### src/rtl/cv_uart_pkg.sv
// Shared UART constants: TX state encoding, default bit period, parity selectors.
package cv_uart_pkg;

  typedef enum logic [2:0] {
    TX_IDLE  = 3'd0,
    TX_START = 3'd1,
    TX_DATA  = 3'd2,
    TX_PAR   = 3'd3,
    TX_STOP  = 3'd4
  } tx_state_e;

  localparam int unsigned DEF_CLKS_PER_BIT = 868;

  localparam logic PAR_EVEN = 1'b0;
  localparam logic PAR_ODD  = 1'b1;

endpackage

### src/rtl/cv_baud_tick.sv
// Bit-period counter: tick in the last cycle of every CLKS_PER_BIT-cycle period,
// pre_tick one cycle earlier. clr restarts the period synchronously.
module cv_baud_tick
  import cv_uart_pkg::*;
#(
  parameter int unsigned CLKS_PER_BIT = DEF_CLKS_PER_BIT
) (
  input  logic CLK,
  input  logic RST,
  input  logic clr,
  output logic tick,
  output logic pre_tick
);

  localparam int unsigned CNT_W = (CLKS_PER_BIT > 1) ? $clog2(CLKS_PER_BIT) : 1;
  localparam logic [CNT_W-1:0] CNT_LAST = CNT_W'(CLKS_PER_BIT - 1);
  localparam logic [CNT_W-1:0] CNT_PRE  = CNT_W'(CLKS_PER_BIT - 2);

  logic [CNT_W-1:0] cnt_q;
  logic [CNT_W-1:0] cnt_d;

  assign tick     = (cnt_q == CNT_LAST);
  assign pre_tick = (cnt_q == CNT_PRE);

  always_comb begin
    cnt_d = cnt_q + 1'b1;
    if (clr || tick) cnt_d = '0;
  end

  always_ff @(posedge CLK or posedge RST) begin
    if (RST) cnt_q <= '0;
    else     cnt_q <= cnt_d;
  end

endmodule

### src/rtl/cv_uart_tx.sv
// UART transmitter, 8N1 by default; define CV_UART_TX_PARITY_EN for 8E1/8O1.
// TX_RDY_R pulses in the final stop-bit cycle; one IDLE cycle separates frames.
module cv_uart_tx
  import cv_uart_pkg::*;
#(
  parameter int unsigned CLKS_PER_BIT = DEF_CLKS_PER_BIT,
  parameter int unsigned STOP_BITS    = 1,
  parameter int unsigned PARITY_ODD   = 0
) (
  input  logic       CLK,
  input  logic       RST,
  input  logic       TX_RDY_T,
  input  logic [7:0] TX_DATA_T,
  output logic       TX_RDY_R,
  output logic       TXD,
  output logic       TX_BUSY
);

  if (CLKS_PER_BIT < 2 || STOP_BITS < 1 || STOP_BITS > 2 || PARITY_ODD > 1) begin : g_bad_param
    $error("cv_uart_tx: illegal parameter value");
  end

  localparam logic [2:0] STOP_LAST = 3'(STOP_BITS - 1);

  tx_state_e  state_q, state_d;
  logic [7:0] shift_q, shift_d;
  logic [2:0] bit_idx_q, bit_idx_d;
  logic       txd_q, txd_d;
  logic       busy_q, busy_d;
  logic       rdy_q, rdy_d;
  logic       baud_clr, baud_tick, baud_pre;
`ifdef CV_UART_TX_PARITY_EN
  localparam logic PAR_SEL = (PARITY_ODD != 0) ? PAR_ODD : PAR_EVEN;
  logic       par_q, par_d;
`endif

  assign baud_clr = (state_q == TX_IDLE) && TX_RDY_T;

  cv_baud_tick #(.CLKS_PER_BIT(CLKS_PER_BIT)) u_baud (
    .CLK      (CLK),
    .RST      (RST),
    .clr      (baud_clr),
    .tick     (baud_tick),
    .pre_tick (baud_pre)
  );

  always_ff @(posedge CLK or posedge RST) begin
    if (RST) begin
      state_q   <= TX_IDLE;
      shift_q   <= '0;
      bit_idx_q <= '0;
      txd_q     <= 1'b1;
      busy_q    <= 1'b0;
      rdy_q     <= 1'b0;
`ifdef CV_UART_TX_PARITY_EN
      par_q     <= 1'b0;
`endif
    end else begin
      state_q   <= state_d;
      shift_q   <= shift_d;
      bit_idx_q <= bit_idx_d;
      txd_q     <= txd_d;
      busy_q    <= busy_d;
      rdy_q     <= rdy_d;
`ifdef CV_UART_TX_PARITY_EN
      par_q     <= par_d;
`endif
    end
  end

  // bit_idx_q counts data bits in DATA and stop bits in STOP
  always_comb begin
    state_d   = state_q;
    shift_d   = shift_q;
    bit_idx_d = bit_idx_q;
`ifdef CV_UART_TX_PARITY_EN
    par_d     = par_q;
`endif
    case (state_q)
      TX_IDLE: begin
        if (TX_RDY_T) begin
          state_d   = TX_START;
          shift_d   = TX_DATA_T;
          bit_idx_d = '0;
`ifdef CV_UART_TX_PARITY_EN
          par_d     = (^TX_DATA_T) ^ PAR_SEL;
`endif
        end
      end
      TX_START: if (baud_tick) state_d = TX_DATA;
      TX_DATA: begin
        if (baud_tick) begin
          shift_d = {1'b0, shift_q[7:1]};
          if (bit_idx_q == 3'd7) begin
            bit_idx_d = '0;
`ifdef CV_UART_TX_PARITY_EN
            state_d   = TX_PAR;
`else
            state_d   = TX_STOP;
`endif
          end else begin
            bit_idx_d = bit_idx_q + 3'd1;
          end
        end
      end
`ifdef CV_UART_TX_PARITY_EN
      TX_PAR: if (baud_tick) state_d = TX_STOP;
`endif
      TX_STOP: begin
        if (baud_tick) begin
          if (bit_idx_q == STOP_LAST) state_d = TX_IDLE;
          else                        bit_idx_d = bit_idx_q + 3'd1;
        end
      end
      default: state_d = TX_IDLE;
    endcase
  end

  // Outputs are registered, so they are derived from the next-cycle values;
  // TX_RDY_R is armed one cycle ahead via pre_tick.
  always_comb begin
    txd_d  = 1'b1;
    busy_d = (state_d != TX_IDLE);
    rdy_d  = (state_q == TX_STOP) && (bit_idx_q == STOP_LAST) && baud_pre;
    case (state_d)
      TX_START: txd_d = 1'b0;
      TX_DATA:  txd_d = shift_d[0];
`ifdef CV_UART_TX_PARITY_EN
      TX_PAR:   txd_d = par_d;
`endif
      default:  txd_d = 1'b1;
    endcase
  end

  assign TXD      = txd_q;
  assign TX_BUSY  = busy_q;
  assign TX_RDY_R = rdy_q;

endmodule
### config.mk
export PLATFORM = sky130hd
export DESIGN_NAME = cv_uart_tx
export DESIGN_NICKNAME = d
export VERILOG_FILES = /design/src/rtl/cv_uart_pkg.sv /design/src/rtl/cv_baud_tick.sv /design/src/rtl/cv_uart_tx.sv
export SDC_FILE = /design/constraint.sdc
export NUM_CORES = 1
export LEC_CHECK = 0
export ABC_AREA = 1
export BUFFER_PORTS_ARGS = -buffer_cell sky130_fd_sc_hd__buf_4
export CAP_MARGIN = 20
export CORE_MARGIN = 2
export CORE_UTILIZATION = 57
export DETAILED_ROUTE_END_ITERATION = 12
export GPL_TIMING_DRIVEN = 0
export PLACE_DENSITY = 0.8
export SYNTH_ARGS = -nofsm -noshare
export SYNTH_HDL_FRONTEND = slang
export SYNTH_SLANG_ARGS = --single-unit
### constraint.sdc
create_clock -name CLK -period 1.65 [get_ports CLK]
set_input_delay 0.0825 -clock CLK [delete_from_list [all_inputs] [get_ports CLK]]
set_output_delay 0.0825 -clock CLK [all_outputs]
set_load 0.01 [all_outputs]
==> key figures, run 1 <==
GRT
  • Antenna violations before repair: 0
  • GR Overflow Total: 0
  • Gr usage total: 23.2%
  • Largest net degree at the start of global routing: 28
  • Global-route wire length before repair: 4640 µm
  • Number of global-route vias before repair: 1128

Floorplanning
  • Die area: 2810 µm²
  • Initial Util: 61.4%
  • FP Rows: 17
  • IO Pins: 14
  • Die Wd: 53.1 µm
  • Core area: 2230 µm²
  • Die height: 53.1 µm

Synthesis
  • Area leader, netlist: dfrtp_1
  • Mux contribution to synthesized area: 0%
  • Post-Synthesis Cells: 166
  • Commonest cells in the netlist: 45 x nand2_1, 26 x dfrtp_1, 18 x inv_1
  • Netlist cell types: 26
  • EDFF count, synth: 0
  • Top cell type's share of synthesized area: 47.4%
  • Post-synth ARST share: 100%
  • Synth Area in Compound Gates: 5.29%
  • Adder-cell area share of the yosys netlist: 4.56%
  • Simple-Gate Fraction of Synth Area: 32.8%
  • Post-synth top flop: dfrtp_1
  • Post-synthesis sequential area ratio: 49.4%
  • Syn Nets: 182
  • #FFs+latches synth: 27
  • XOR/XNOR share of the synthesized area: 1.92%
  • Syn avg cell area: 8.26 µm²
  • Main combinational cell family by area after synthesis: simple AND/OR/NAND/NOR gates
  • Synth area leaders: dfrtp_1 47%, nand2_1 12%, nand3_1 5.8%
  • Most common cell in the netlist: nand2_1
  • Yosys warnings: 0
  • Mapped cell area: 1370 µm²

Route
  • DR pass1 iterations: 5
  • Via-to-Cell Ratio: 5.14
  • Drt wl/cell: 12.4 µm
  • Post-Route WL: 2730 µm
  • DR iter-0 viols: 23
  • DRC: 0
  • Vias post-DR: 1136
  • Antenna Nets Post-Route: 0

Setup path
  • Top delay family on crit path: simple AND/OR/NAND/NOR gates
  • Worst-path fanout max: 7
  • CP Launch Type: register
  • Crit-path cells: ha_4 -> nand3_1 -> nor2_4 -> nand2_1 -> inv_2 -> nor2_4 -> nand2_1 -> nand3_1
  • CP required: 1.88 ns
  • Critical path arrival: between 1.5 and 2 ns
  • Critical path class: register to register
  • Bufs and invs on worst path: 1
  • Slowest cell delay on critical path: 0.46 ns
  • Worst path slowest cell: dfrtp_1
  • Critical path endpoint category: register

CTS
  • CTS tree: done
  • Clock Sinks: 27
  • H-tree depth: 1
  • Clock transition at path regs: 0.16 ns
  • Max Root-Sink Buffers: 2
  • Root Driver: clkbuf_4
  • Clock Latency Late Sink: ~0.33 ns
  • CTS Buf Count: 3

Placed design
  • Hpwl dp: 1940 µm
  • IO Port Bufs: 13
  • Cell count after placement: 207
  • Routability cong.: 0.767
  • Pre-CTS setup slack: around 0.016 ns

Power and ir drop
  • Pwr/cell area: 605 nW/µm²
  • Peak supply drop: 0.000532 V
  • P_leak: 0.768 nW

Timing
  • Tmin final: 1.49 ns
  • Peak Freq: 671 MHz
  • Worst slew margin: 64.4%
  • Max Transition Viols Final: 0
  • Fin crit share: 90.3%
  • Worst Setup Slack, final: 0.161 ns
  • Worst slew pin tran: 0.533 ns
  • Worst Clk Skew: 0.0137 ns
  • RSZ-0062 raised after global routing: no
  • Final Hold Vio Count: 0
  • Total Neg Setup Slack: 0 ns
  • Final setup fails: 0

Hold path
  • Min-delay worst type: primary input to register

Cells and area
  • Nets: 210
  • Non-Filler Instances: 221
  • Share of layout cells above drive strength 1: 21.2%
  • Antenna Cells: 0
  • Area grow syn2layout: 21.6%
  • Final core occ: 74.7%

Job
  • Maxcap violations: 0

Outcome
  • Status: finished, final reports clean
==> worst register-to-register path, cell delays in order (launching register included) <==
cell and delay [ns]:
dfrtp_1 0.46, ha_4 0.20, nand3_1 0.13, nor2_4 0.15, nand2_1 0.10, inv_2 0.16
nor2_4 0.07, nand2_1 0.06, nand3_1 0.07
==> sequential cells by signal (all words and copies together), names as in the netlist <==
| register | flops |
|---|---|
| bit_idx_q | 3 |
| TX_BUSY | 1 |
| shift_q | 8 |
| TX_RDY_R | 1 |
| TXD | 1 |
| u_baud.cnt_q | 10 |
| state_q | 3 |
==> per-stage QoR <==
| stage | hold slack [ns] | cell area [µm²] | total power [mW] |
|---|---|---|---|
| 3_3_place_gp | 0.283 | 1500 | 0.705 |
| 6_report | 0.0389 | 1670 | 1.01 |
| 2_1_floorplan | 0.134 | 1370 | 0.684 |
| 4_1_cts | 0.0317 | 1620 | 1.01 |
| 3_5_place_dp | 0.307 | 1500 | 0.707 |
| 5_1_grt | 0.0687 | 1670 | 1.04 |
==> routing by layer <==
layer / GRT usage, % / part of all wire, % / vias up / wire length, µm
met3: 3.39 / 2.5 / 4 / 68
li1: - / - / 576 / -
met5: 0 / 0 / - / 0
met4: 8.97 / 1.3 / 0 / 36
met1: 26.9 / 43 / 534 / 1170
met2: 42.7 / 53 / 22 / 1460
==> where the power goes <==
| group | switching (mW) | internal [mW] |
|---|---|---|
| Clock | 0.199 | 0.0927 |
| Combinational | 0.0216 | 0.0339 |
| Sequential | 0 | 0.662 |
| Total | 0.220 | 0.789 |
==> final timing paths <==
path	start	end	slack, ns	cells past startpoint
setup / recovery	u_baud.cnt_q[1]	shift_q[5]	0.16	8
hold / removal	TX_DATA_T[0]	shift_q[0]	0.04	5
setup reg to reg	u_baud.cnt_q[1]	shift_q[5]	0.16	8
hold reg to reg	shift_q[7]	shift_q[7]	0.50	2
max in group asynchronous	RST	u_baud.cnt_q[0]	0.86	4
min in group asynchronous	RST	u_baud.cnt_q[7]	0.34	3
==> area by class of cell <==
| type | count | area, µm² |
|---|---|---|
| Multi-Input combinational cell | 117 | 629 |
| Clock buffer | 3 | 22.5 |
| Timing Repair Buffer | 23 | 213 |
| Fill cell | 173 | 566 |
| Clock inverter | 1 | 7.51 |
| Tap cell | 28 | 35.0 |
| Sequential cell | 27 | 678 |
| Inverter | 22 | 82.6 |
==> what timing repair did <==
| item | CTS | global route |
|---|---|---|
| setup endpoints to repair | 3 | 8 |
| gates resized for setup | 1 | 3 |
| hold endpoints to repair | 18 | 0 |
| setup buffers | 0 | 1 |
| hold buffers | 8 | 0 |
==> logic make-up after synthesis <==
family	count (synthesis)
simple gates	97
xor+xnor	3
flops	27
compound gates	12
fa+ha+maj	5
buf+inv	22
==> cell usage in the layout, fill, tap and decap left out, types with 3 or more instances in the layout <==
master and n:
nand2_1 45, dfrtp_1 25, inv_1 18, nor2_1 16, nand3_1 16, buf_4 14
dlygate4sd3_1 8, nand2_2 7, o21ai_0 5, ha_1 4, inv_2 3, a21oi_1 3
nor2_4 3, clkbuf_4 3
No activity file was read; power rests on OpenSTA's default activity.
==> run 2, diff against run 1 <==
Settings changed: CORE_UTILIZATION 57 to 58, PLACE_DENSITY 0.8 to 0.81, SYNTH_HIERARCHICAL set to 1.
Clock period 1.65 ns to 1.58 ns, I/O delays scaled along.
==> run 2 against run 1 <==
  * Non-clock buffer count is 6 higher
  * Final area increased by 11%
  * Sequential share of layout area shrank 4.1 points
  * Wire length up 23%
  * Sequential cell count is the same
  * Global-route usage fell by 0.85 points
  * Synthesized cell count increased by 19%
  * Largest cell class is now multi-input combinational cells
==> key figures, run 2 <==
Outcome
  • Status: finished, final reports clean

Cells and area
  • Final core occ: 74.7% (about the same)
  • Area grow syn2layout: 21.5% (about the same)
  • Biggest regs: u_baud/cnt_q: 10 flops, shift_q: 8 flops
  • Fill count: 189 (+9.2%)
  • Most common cell after layout, fill and taps aside: nand2_1
  • Area of the multi-input gates: 754 µm² (+20%)
  • Flip-flop and latch area: 677 µm² (-0.18%)
  • Share of layout cells above drive strength 1: 22.1% (+0.83 points)
  • Nets: 248 (+18%)
  • Antenna Cells: 0 (unchanged)
  • Largest register FFs: 10 (unchanged)
  • Commonest cells after routing, fill and taps aside: 62 x nand2_1, 26 x dfrtp_1, 26 x inv_1
  • Register with the most flip-flops: u_baud/cnt_q

Power and ir drop
  • Clock share of power: 29.8% (+0.9 points)
  • Net Sw Power: 242 µW (+9.7%)
  • Pwr/cell area: 572 nW/µm² (-5.4%)
  • Internal power: 818 µW (+3.7%)
  • Combinational power share: 5.0% (-0.5 points)
  • Flop pwr share: 65.3% (-0.3 points)
  • Peak supply drop: 0.000618 V (+16%)
  • Switching share of power: 22.8% (+0.98 points)
  • P_leak: 0.946 nW (+23%)

Synthesis
  • Most common cell in the netlist: nand2_1
  • Post-synth top flop: dfrtp_1
  • Commonest cells in the netlist: 62 x nand2_1, 26 x dfrtp_1, 26 x inv_1
  • Mapped cell area: 1520 µm² (+11%)
  • Netlist cell types: 23 (-12%)
  • Post-synth ARST share: 100% (unchanged)
  • Synth area leaders: dfrtp_1 43%, nand2_1 15%, inv_1 6.4%
  • Post-Synthesis Cells: 198 (+19%)
  • EDFF count, synth: 0 (unchanged)
  • Yosys warnings: 6 (+6)
  • #FFs+latches synth: 27 (unchanged)
  • Syn avg cell area: 7.70 µm² (-6.8%)
  • Area leader, netlist: dfrtp_1
  • Top cell type's share of synthesized area: 42.7% (-4.8 points)
  • Post-synthesis sequential area ratio: 44.4% (-4.9 points)
  • Syn Nets: 214 (+18%)

Setup path
  • FF-to-FF path depth: 9 (+1)
  • Worst-path fanout max: 6 (-1)
  • Critical path arrival: 1.80 ns (+0.08 ns)
  • CP Launch Type: register
  • Critical path class: register to register
  • CP required: 1.85 ns (-0.03 ns)
  • Critical path endpoint category: register

Timing
  • RSZ-0062 raised after global routing: yes
  • Worst slew margin: 56.1% (-8.4 points)
  • Worst Setup Slack, final: 0.0578 ns (-0.103 ns)
  • Max Transition Viols Final: 0 (unchanged)
  • Peak Freq: 657 MHz (-2.2%)
  • Final Hold Vio Count: 0 (unchanged)
  • Tmin final: 1.52 ns (+0.0328 ns)
  • Final setup fails: 0 (unchanged)
  • Worst slew pin tran: 0.658 ns (+0.126 ns)
  • Fin crit share: 96.3% (+6.1 points)
  • Worst Clk Skew: 0.0119 ns (-0.00184 ns)

Job
  • Maxcap violations: 0 (unchanged)

CTS
  • Clock Sinks: 27 (unchanged)
  • CTS Buf Count: 3 (unchanged)
  • Root Driver: clkbuf_4
  • Clock transition at path regs: 0.16 ns (about the same)
  • CTS tree: done
  • Clock Latency Late Sink: 0.33 ns (about the same)
  • H-tree depth: 1 (unchanged)
  • Max Root-Sink Buffers: 2 (unchanged)

Floorplanning
  • IO Pins: 14 (unchanged)
  • Core area: 2480 µm² (+11%)
  • FP Rows: 18 (+1)
  • Die area: 3050 µm² (+8.5%)
  • Initial Util: 61.5% (+0.11 points)
  • Die Wd: 55.3 µm (+4.2%)
  • Die height: 55.3 µm (+4.2%)

GRT
  • GR Overflow Total: 0 (unchanged)
  • Antenna violations before repair: 0 (unchanged)
  • Gr usage total: 22.4% (-0.85 points)
  • Largest net degree at the start of global routing: 18 (-36%)
  • Number of global-route vias before repair: 1339 (+19%)
  • Global-route wire length before repair: 5530 µm (+19%)

Placed design
  • Routability cong.: 0.913 (+19%)
  • Hpwl dp: 2190 µm (+13%)
  • IO Port Bufs: 13 (unchanged)
  • Pre-CTS setup slack: -0.172 ns (-0.188 ns)

Route
  • Via-to-Cell Ratio: 5.23 (+1.7%)
  • Drt wl/cell: 12.9 µm (+3.9%)
  • Post-Route WL: 3350 µm (+23%)
  • Vias post-DR: 1364 (+20%)
  • DR pass1 iterations: 4 (-1)
  • Antenna Nets Post-Route: 0 (unchanged)
  • DRC: 0 (unchanged)
  • DR iter-0 viols: 30 (+30%)

Hold path
  • Hold path depth: 3 (-2)
  • Min-delay worst type: primary input to register
==> run 2: cells by family after synthesis <==
family | Yosys count | share of synthesized area [%]
buffers and inverters | 30 | 7.39
and+or+nand+nor | 118 | 36.3
xor gates and xnor gates | 3 | 1.72
adders and majority gates | 5 | 4.11
AOI/OAI and AO/OA | 15 | 6.08
DFF | 27 | 44.4
==> run 2: worst paths after layout <==
check / slack, ns / startpoint / to
worst max-delay path: 0.06 / u_baud/cnt_q[0] / bit_idx_q[1]
worst min-delay path: 0.06 / TX_RDY_T / state_q[0]
worst max register to register: 0.06 / u_baud/cnt_q[0] / bit_idx_q[1]
worst min register to register: 0.51 / shift_q[6] / shift_q[6]
max in group asynchronous: 0.77 / RST / bit_idx_q[1]
min in group asynchronous: 0.27 / RST / u_baud/cnt_q[9]
==> run 2: power by group through the flow <==
| stage | clock, mW | sequential, mW | combinational, mW |
|---|---|---|---|
| final | 0.315 | 0.692 | 0.0526 |
| after global routing | 0.340 | 0.692 | 0.0577 |
| after CTS | 0.315 | 0.691 | 0.0521 |
| after detailed placement | 0 | 0.704 | 0.0367 |
| after global placement | 0 | 0.704 | 0.0356 |
| after floorplan | 0 | 0.704 | 0.0122 |
==> run 2: critical path, stage by stage, from the launching register on <==
cell and delay [ns]:
dfrtp_1 0.40, ha_2 0.23, nand3_2 0.11, nor2_4 0.18, inv_2 0.09, nand3_2 0.08
o21ai_2 0.08, nor2_2 0.15, nand2_1 0.06, nand2_1 0.07
==> run 2: layout make-up <==
type	instances	share of cell area [%]
tap	30	2.03
clock inverter	1	0.405
clock buffer	3	1.22
timing repair buffer	29	12.8
inverter	30	6.22
sequential	27	36.6
multi-input combinational	141	40.7
==> run 2: through the flow <==
step                cells  hold slack, ns  area (µm²)  total power [mW]  TNS [ns]
floorplan             198         -0.0808        1530             0.716         0
CTS                   259          0.0407        1820              1.06         0
global route          261          0.0958        1850              1.09   -0.0328
global placement      241          0.0922        1660             0.740     -1.02
detailed placement    241           0.101        1660             0.741     -1.37
finish                261          0.0605        1850              1.06         0
==> run 2: timing repair <==
action	CTS	global route
pin swaps	1	3
endpoints found under the setup margin	12	23
hold buffers	8	0
buffers inserted	6	2
hold endpoints to repair	33	0
gates cloned	0	0
gates resized for setup	1	5
==> run 2: metal layers <==
| layer | up-vias | global-route usage (%) | wire (µm) |
|---|---|---|---|
| met5 | - | 0 | 0 |
| met4 | 0 | 8.71 | 46 |
| met3 | 4 | 1.64 | 75 |
| met2 | 22 | 39.6 | 1750 |
| met1 | 662 | 28.4 | 1480 |
| li1 | 676 | - | - |
